--- config.mk ---
export PLATFORM = sky130hd
export DESIGN_NAME = i2c_master_ctrl
export DESIGN_NICKNAME = d
export VERILOG_FILES = /design/src/rtl/i2c_pkg.sv /design/src/rtl/i2c_master_ctrl.sv
export SDC_FILE = /design/constraint.sdc
export NUM_CORES = 1
export LEC_CHECK = 0
export ABC_AREA = 1
export CELL_PAD_IN_SITES_DETAIL_PLACEMENT = 0
export CELL_PAD_IN_SITES_GLOBAL_PLACEMENT = 1
export CORE_ASPECT_RATIO = 0.8
export CORE_MARGIN = 3
export CORE_UTILIZATION = 39
export DETAILED_ROUTE_END_ITERATION = 6
export GPL_ROUTABILITY_DRIVEN = 0
export PLACE_DENSITY = 0.75
export SLEW_MARGIN = 20
export SYNTH_ARGS = -nofsm -noshare
export SYNTH_HDL_FRONTEND = slang
export SYNTH_SLANG_ARGS = --single-unit
export TNS_END_PERCENT = 1
--- constraint.sdc ---
create_clock -name clk -period 2 [get_ports clk]
set_input_delay 0.4 -clock clk [delete_from_list [all_inputs] [get_ports clk]]
set_output_delay 0.4 -clock clk [all_outputs]
set_load 0.01 [all_outputs]
--- src/rtl/i2c_pkg.sv ---
// Shared definitions for the I2C master bit/byte sequencer:
// command encoding and controller state codes.
package i2c_pkg;

  typedef enum logic [1:0] {
    I2C_CMD_START = 2'd0,
    I2C_CMD_STOP  = 2'd1,
    I2C_CMD_WRITE = 2'd2,
    I2C_CMD_READ  = 2'd3
  } i2c_cmd_e;

  localparam logic [3:0] ST_IDLE    = 4'd0;
  localparam logic [3:0] ST_START_A = 4'd1;
  localparam logic [3:0] ST_START_B = 4'd2;
  localparam logic [3:0] ST_RS_A    = 4'd3;
  localparam logic [3:0] ST_RS_B    = 4'd4;
  localparam logic [3:0] ST_RS_C    = 4'd5;
  localparam logic [3:0] ST_RS_D    = 4'd6;
  localparam logic [3:0] ST_HOLD    = 4'd7;
  localparam logic [3:0] ST_BIT_LO  = 4'd8;
  localparam logic [3:0] ST_BIT_HI  = 4'd9;
  localparam logic [3:0] ST_STOP_A  = 4'd10;
  localparam logic [3:0] ST_STOP_B  = 4'd11;

endpackage

--- src/rtl/i2c_master_ctrl.sv ---
// Command-driven I2C master sequencer: START, repeated START, STOP,
// byte WRITE and byte READ, paced by the half-period strobe scl_tick.
// Optional build macro I2C_CLK_STRETCH_EN: while SCL is released, a tick
// is honoured only once the pad reads SCL high (slave clock stretching).
module i2c_master_ctrl
  import i2c_pkg::*;
#(
  parameter int BYTE_W = 8
) (
  input  logic              clk,
  input  logic              rst,
  input  logic              scl_tick,
  input  logic              cmd_valid,
  output logic              cmd_ready,
  input  logic [1:0]        cmd,
  input  logic [BYTE_W-1:0] wr_data,
  input  logic              rd_ack,
  output logic [BYTE_W-1:0] rd_data,
  output logic              ack_rcvd,
  output logic              done,
  output logic              err,
  output logic              bus_owned,
  output logic              scl_oe,
  output logic              sda_oe,
  input  logic              scl_in,
  input  logic              sda_in
);

  localparam int CNT_W = $clog2(BYTE_W + 1);

  logic [3:0]        state;
  logic [BYTE_W-1:0] shreg;
  logic [CNT_W-1:0]  cnt;
  logic              is_rd;
  logic              ack_bit;
  logic              sda_upd;
  logic              tick_ok;
  logic              accept;
  i2c_cmd_e          cmd_e;

  // SDA level for the cell being entered; cnt==0 marks the ACK cell
  function automatic logic cell_sda(input logic rd, input logic ack,
                                    input logic [CNT_W-1:0] c,
                                    input logic msb);
    if (c == '0) cell_sda = rd ? ack : 1'b0;
    else         cell_sda = rd ? 1'b0 : ~msb;
  endfunction

`ifdef I2C_CLK_STRETCH_EN
  // Released SCL must actually read high before the next tick counts
  assign tick_ok = scl_tick & (scl_oe | scl_in);
`else
  logic unused_scl_in;
  assign unused_scl_in = scl_in;
  assign tick_ok       = scl_tick;
`endif

  assign cmd_e     = i2c_cmd_e'(cmd);
  assign cmd_ready = (state == ST_IDLE) || (state == ST_HOLD);
  assign accept    = cmd_valid & cmd_ready;

  // Main sequencer: pin drive, results and completion pulses
  always_ff @(posedge clk or posedge rst) begin
    if (rst) begin
      state     <= ST_IDLE;
      scl_oe    <= 1'b0;
      sda_oe    <= 1'b0;
      bus_owned <= 1'b0;
      done      <= 1'b0;
      err       <= 1'b0;
      rd_data   <= '0;
      ack_rcvd  <= 1'b0;
      shreg     <= '0;
      cnt       <= '0;
      is_rd     <= 1'b0;
      ack_bit   <= 1'b0;
      sda_upd   <= 1'b0;
    end else begin
      done    <= 1'b0;
      err     <= 1'b0;
      sda_upd <= 1'b0;
      case (state)
        ST_IDLE: begin
          if (accept) begin
            if (cmd_e == I2C_CMD_START) begin
              state <= ST_START_A;
            end else begin
              done <= 1'b1;
              err  <= 1'b1;
            end
          end
        end
        ST_HOLD: begin
          // Release SDA one clk after the final ACK-cell fall
          if (sda_upd) sda_oe <= 1'b0;
          if (accept) begin
            case (cmd_e)
              I2C_CMD_START: state <= ST_RS_A;
              I2C_CMD_STOP: begin
                sda_oe <= 1'b1;
                state  <= ST_STOP_A;
              end
              default: begin
                is_rd   <= (cmd_e == I2C_CMD_READ);
                ack_bit <= rd_ack;
                cnt     <= CNT_W'(BYTE_W);
                shreg   <= (cmd_e == I2C_CMD_READ) ? '0 : wr_data;
                sda_oe  <= (cmd_e == I2C_CMD_READ) ? 1'b0 : ~wr_data[BYTE_W-1];
                state   <= ST_BIT_LO;
              end
            endcase
          end
        end
        ST_START_A: if (tick_ok) begin
          sda_oe <= 1'b1;
          state  <= ST_START_B;
        end
        ST_START_B: if (tick_ok) begin
          scl_oe    <= 1'b1;
          bus_owned <= 1'b1;
          done      <= 1'b1;
          state     <= ST_HOLD;
        end
        ST_RS_A: if (tick_ok) begin
          sda_oe <= 1'b0;
          state  <= ST_RS_B;
        end
        ST_RS_B: if (tick_ok) begin
          scl_oe <= 1'b0;
          state  <= ST_RS_C;
        end
        ST_RS_C: if (tick_ok) begin
          sda_oe <= 1'b1;
          state  <= ST_RS_D;
        end
        ST_RS_D: if (tick_ok) begin
          scl_oe <= 1'b1;
          done   <= 1'b1;
          state  <= ST_HOLD;
        end
        ST_STOP_A: if (tick_ok) begin
          scl_oe <= 1'b0;
          state  <= ST_STOP_B;
        end
        ST_STOP_B: if (tick_ok) begin
          sda_oe    <= 1'b0;
          bus_owned <= 1'b0;
          done      <= 1'b1;
          state     <= ST_IDLE;
        end
        ST_BIT_LO: begin
          // SDA for the new cell goes out one clk after SCL fell
          if (sda_upd) sda_oe <= cell_sda(is_rd, ack_bit, cnt, shreg[BYTE_W-1]);
          if (tick_ok) begin
            scl_oe <= 1'b0;
            state  <= ST_BIT_HI;
          end
        end
        ST_BIT_HI: if (tick_ok) begin
          scl_oe  <= 1'b1;
          sda_upd <= 1'b1;
          if (cnt == '0) begin
            if (!is_rd) ack_rcvd <= ~sda_in;
            done  <= 1'b1;
            state <= ST_HOLD;
          end else begin
            shreg <= {shreg[BYTE_W-2:0], (is_rd ? sda_in : 1'b0)};
            if (is_rd && (cnt == CNT_W'(1))) rd_data <= {shreg[BYTE_W-2:0], sda_in};
            cnt   <= cnt - CNT_W'(1);
            state <= ST_BIT_LO;
          end
        end
        default: state <= ST_IDLE;
      endcase
    end
  end

endmodule

==> flow_summary.yaml <==
status:
  status: "complete, no violations"
global_routing:
  grt_pass1_vias: 1485
  grt_first_pass_wirelength_mm: 7.05
  grt_max_degree: 34
  antenna_found_initial: 0
  overflow: 0
  grt_util_met1_pct: 23.1
  busiest_layer: "met1"
  use_met2_pct: 23.1
  grt_use_met3_pct: 4.69
  grt.total_usage_pct: 16.0
routing:
  routedWlPerCell_um: 12.4
  firstDrtPassIters: 4
  drc: 0
  wl_mm: 4.20
  ant_nets: 0
  initialDrtViolationCount: 68
  vias_per_cell: 4.61
  vias: 1566
timing:
  setup_viol: 0
  setup_ws_ns: 0.225
  finalHoldViolCount: 0
  worst_pin_slew_ns: 0.432
  finalCriticalPeriod_ns: 1.78
  max_freq_mhz: 563
  post-route-period-util_pct: 88.8
  rsz0062_at_grt: "false"
  setup_tns_ns: 0
  drv_slew: 0
  slew_headroom_pct: 71.2
  whs_ns: 0.483
  finClkSkew_ns: 0.00271
logic_synthesis:
  ys_seq_elements: 33
  yosysSeqAreaShare_pct: 43.4
  synthAdderAreaFrac_pct: 1.97
  muxShareOfSynthArea_pct: 0
  synth_top_family_by_area: "simple AND/OR/NAND/NOR gates"
  synth_compound_area_share_pct: 11.1
  synth-xor-area-share_pct: 0
  postSynthCellCount: 231
  yosys.area_share.simple_pct: 35.5
  synth_warnings: 0
  synth_cell_types: 33
  synth_fp_nets: 251
  avgSynthCellArea_um2: 8.23
  synth_area_um2: 1900
pwr:
  combPwrFrac_pct: 42.0
  p_int_mw: 1.93
  power_frac_seq_pct: 34.4
  leakage_nw: 1.25
  peakVddDrop_v: 0.000550
  power_switching_mw: 1.20
  fin_total_pwr_mw: 3.14
  switching_share_pct: 38.3
  power_density_nw_per_um2: 1260
  clockPowerShare_pct: 23.6
clocking:
  clockBufferDepth: 2
  clk_pin_slew_worst_paths_ns: 0.07
  cts_root_buf: "clkbuf_8"
  cts_tree: "done"
  clock_latency_ns: 0.28
  post-cts-setup-buffer-count: 0
  numCtsBuffers: 5
  htreeDepth: 2
  cts.sinks: 33
layout:
  drive_gt1_share_pct: 22.9
  stdcell_count: 340
  layout_commonest_cell: "nand2_1"
  utilization_pct: 53.5
  fillers: 458
  final_cell_mix: "49 x nand2_1, 35 x nor2_1, 33 x dfrtp_1"
  nets: 299
  multiInputGateArea_um2: 922
  fin_area_um2: 2490
  regArea_um2: 826
  num_antenna_cells: 0
  area_growth_pct: 31.0
hold_path:
  hp-class: "flop to flop"
die:
  core_area_um2: 4650
  rows: 22
  start_util_pct: 40.9
  die_h_um: 68.4
  io_pins: 32
  dieArea_um2: 5750
  fp.dieW_um: 84.1
setup_path:
  cp_max_fo: 4
  critPathCaptureType: "output port"
  critPathRequiredTime_ns: 1.60
  critPathArrivalTime_ns: 1.38
  cp-start-kind: "flop"
  worst-setup-path-type: "flop to output port"
placement:
  place_inst: 332
  dp_slack_ns: 0.220
  hpwlAfterDp_mm: 3.27
  post_dp_cell_area_um2: 2360
  numPortBuffers: 30
job:
  cap_violations: 0
[worst max-delay path, cell delays in order (launching register included)]
cell,delay (ns)
dfrtp_1,0.42
nor2_1,0.17
nand2_1,0.14
nand2_1,0.10
dlygate4sd2_1,0.27
[layer usage]
metal,share of wire (%),wire length (um),up-vias
li1,-,-,840
met1,54,2260,684
met2,39,1640,38
met3,6.3,264,4
met4,0.88,37,0
met5,0,0,-
[power groups by stage]
stage,combinational [mW],sequential (mW),clock [mW]
after floorplan,0.881,1.08,0
after global placement,1.34,1.08,0
after detailed placement,1.33,1.09,0
after CTS,1.33,1.08,0.759
after global routing,1.50,1.12,0.787
final,1.32,1.08,0.740
[worst paths after layout]
check                      startpoint         end  slack, ns  cells past startpoint
setup / recovery             state[2]   cmd_ready       0.22                      4
hold / removal             rd_data[2]  rd_data[2]       0.48                      2
setup reg to reg               cnt[0]  rd_data[6]       0.43                      9
hold reg to reg            rd_data[2]  rd_data[2]       0.48                      2
max in group asynchronous         rst    shreg[7]       1.18                      3
min in group asynchronous         rst        done       0.51                      3
[synthesized netlist by cell type]
cell type | instances | area, um^2
nand4_1 | 1 | 6.26
nand3b_2 | 1 | 11.3
nand2_4 | 3 | 33.8
ha_1 | 3 | 37.5
o211ai_1 | 1 | 7.51
nor3_1 | 5 | 25.0
nor3_2 | 6 | 60.1
o21ai_0 | 9 | 45.0
inv_2 | 5 | 18.8
nor2_4 | 2 | 22.5
buf_2 | 1 | 5.00
buf_12 | 1 | 20.0
nor2_2 | 8 | 50.1
nand3_4 | 1 | 17.5
buf_6 | 1 | 11.3
o221ai_1 | 1 | 8.76
a31oi_1 | 2 | 12.5
nand4_4 | 1 | 21.3
nand2_1 | 49 | 184
nor2_1 | 35 | 131
a21oi_1 | 10 | 50.1
nor2_8 | 1 | 20.0
nand2_2 | 2 | 12.5
nand3b_1 | 1 | 7.51
nand3_1 | 9 | 45.0
o21ai_2 | 8 | 70.1
or2_2 | 1 | 6.26
inv_1 | 24 | 90.1
o22ai_1 | 1 | 6.26
o21ai_1 | 2 | 10.0
nand3_2 | 2 | 20.0
buf_4 | 1 | 7.51
dfrtp_1 | 33 | 826
[sequential cells by signal, indices dropped and copies added (netlist names)]
signal	flops
sda_oe	1
done	1
rd_data	8
state	4
is_rd	1
cnt	4
scl_oe	1
ack_bit	1
bus_owned	1
err	1
ack_rcvd	1
sda_upd	1
shreg	8
[logic make-up after synthesis]
group                    count (synthesis)
adder cells (fa/ha/maj)                  3
flip-flops                              33
buffers and inverters                   33
AO/OA/AOI/OAI                           34
AND/OR/NAND/NOR                        128
[repair_timing]
item | in CTS | in global routing
resized for setup | 1 | 0
setup endpoints to repair | 1 | 0
hold buffers | 0 | 0
[layout make-up]
cell class,count,share of cell area (%)
multi-input combinational,165,37.0
sequential,33,33.2
timing repair buffer,45,17.0
inverter,29,4.37
tap,60,3.02
clock buffer,5,2.76
clock inverter,3,2.61
No activity file was read; power rests on OpenSTA's default activity.
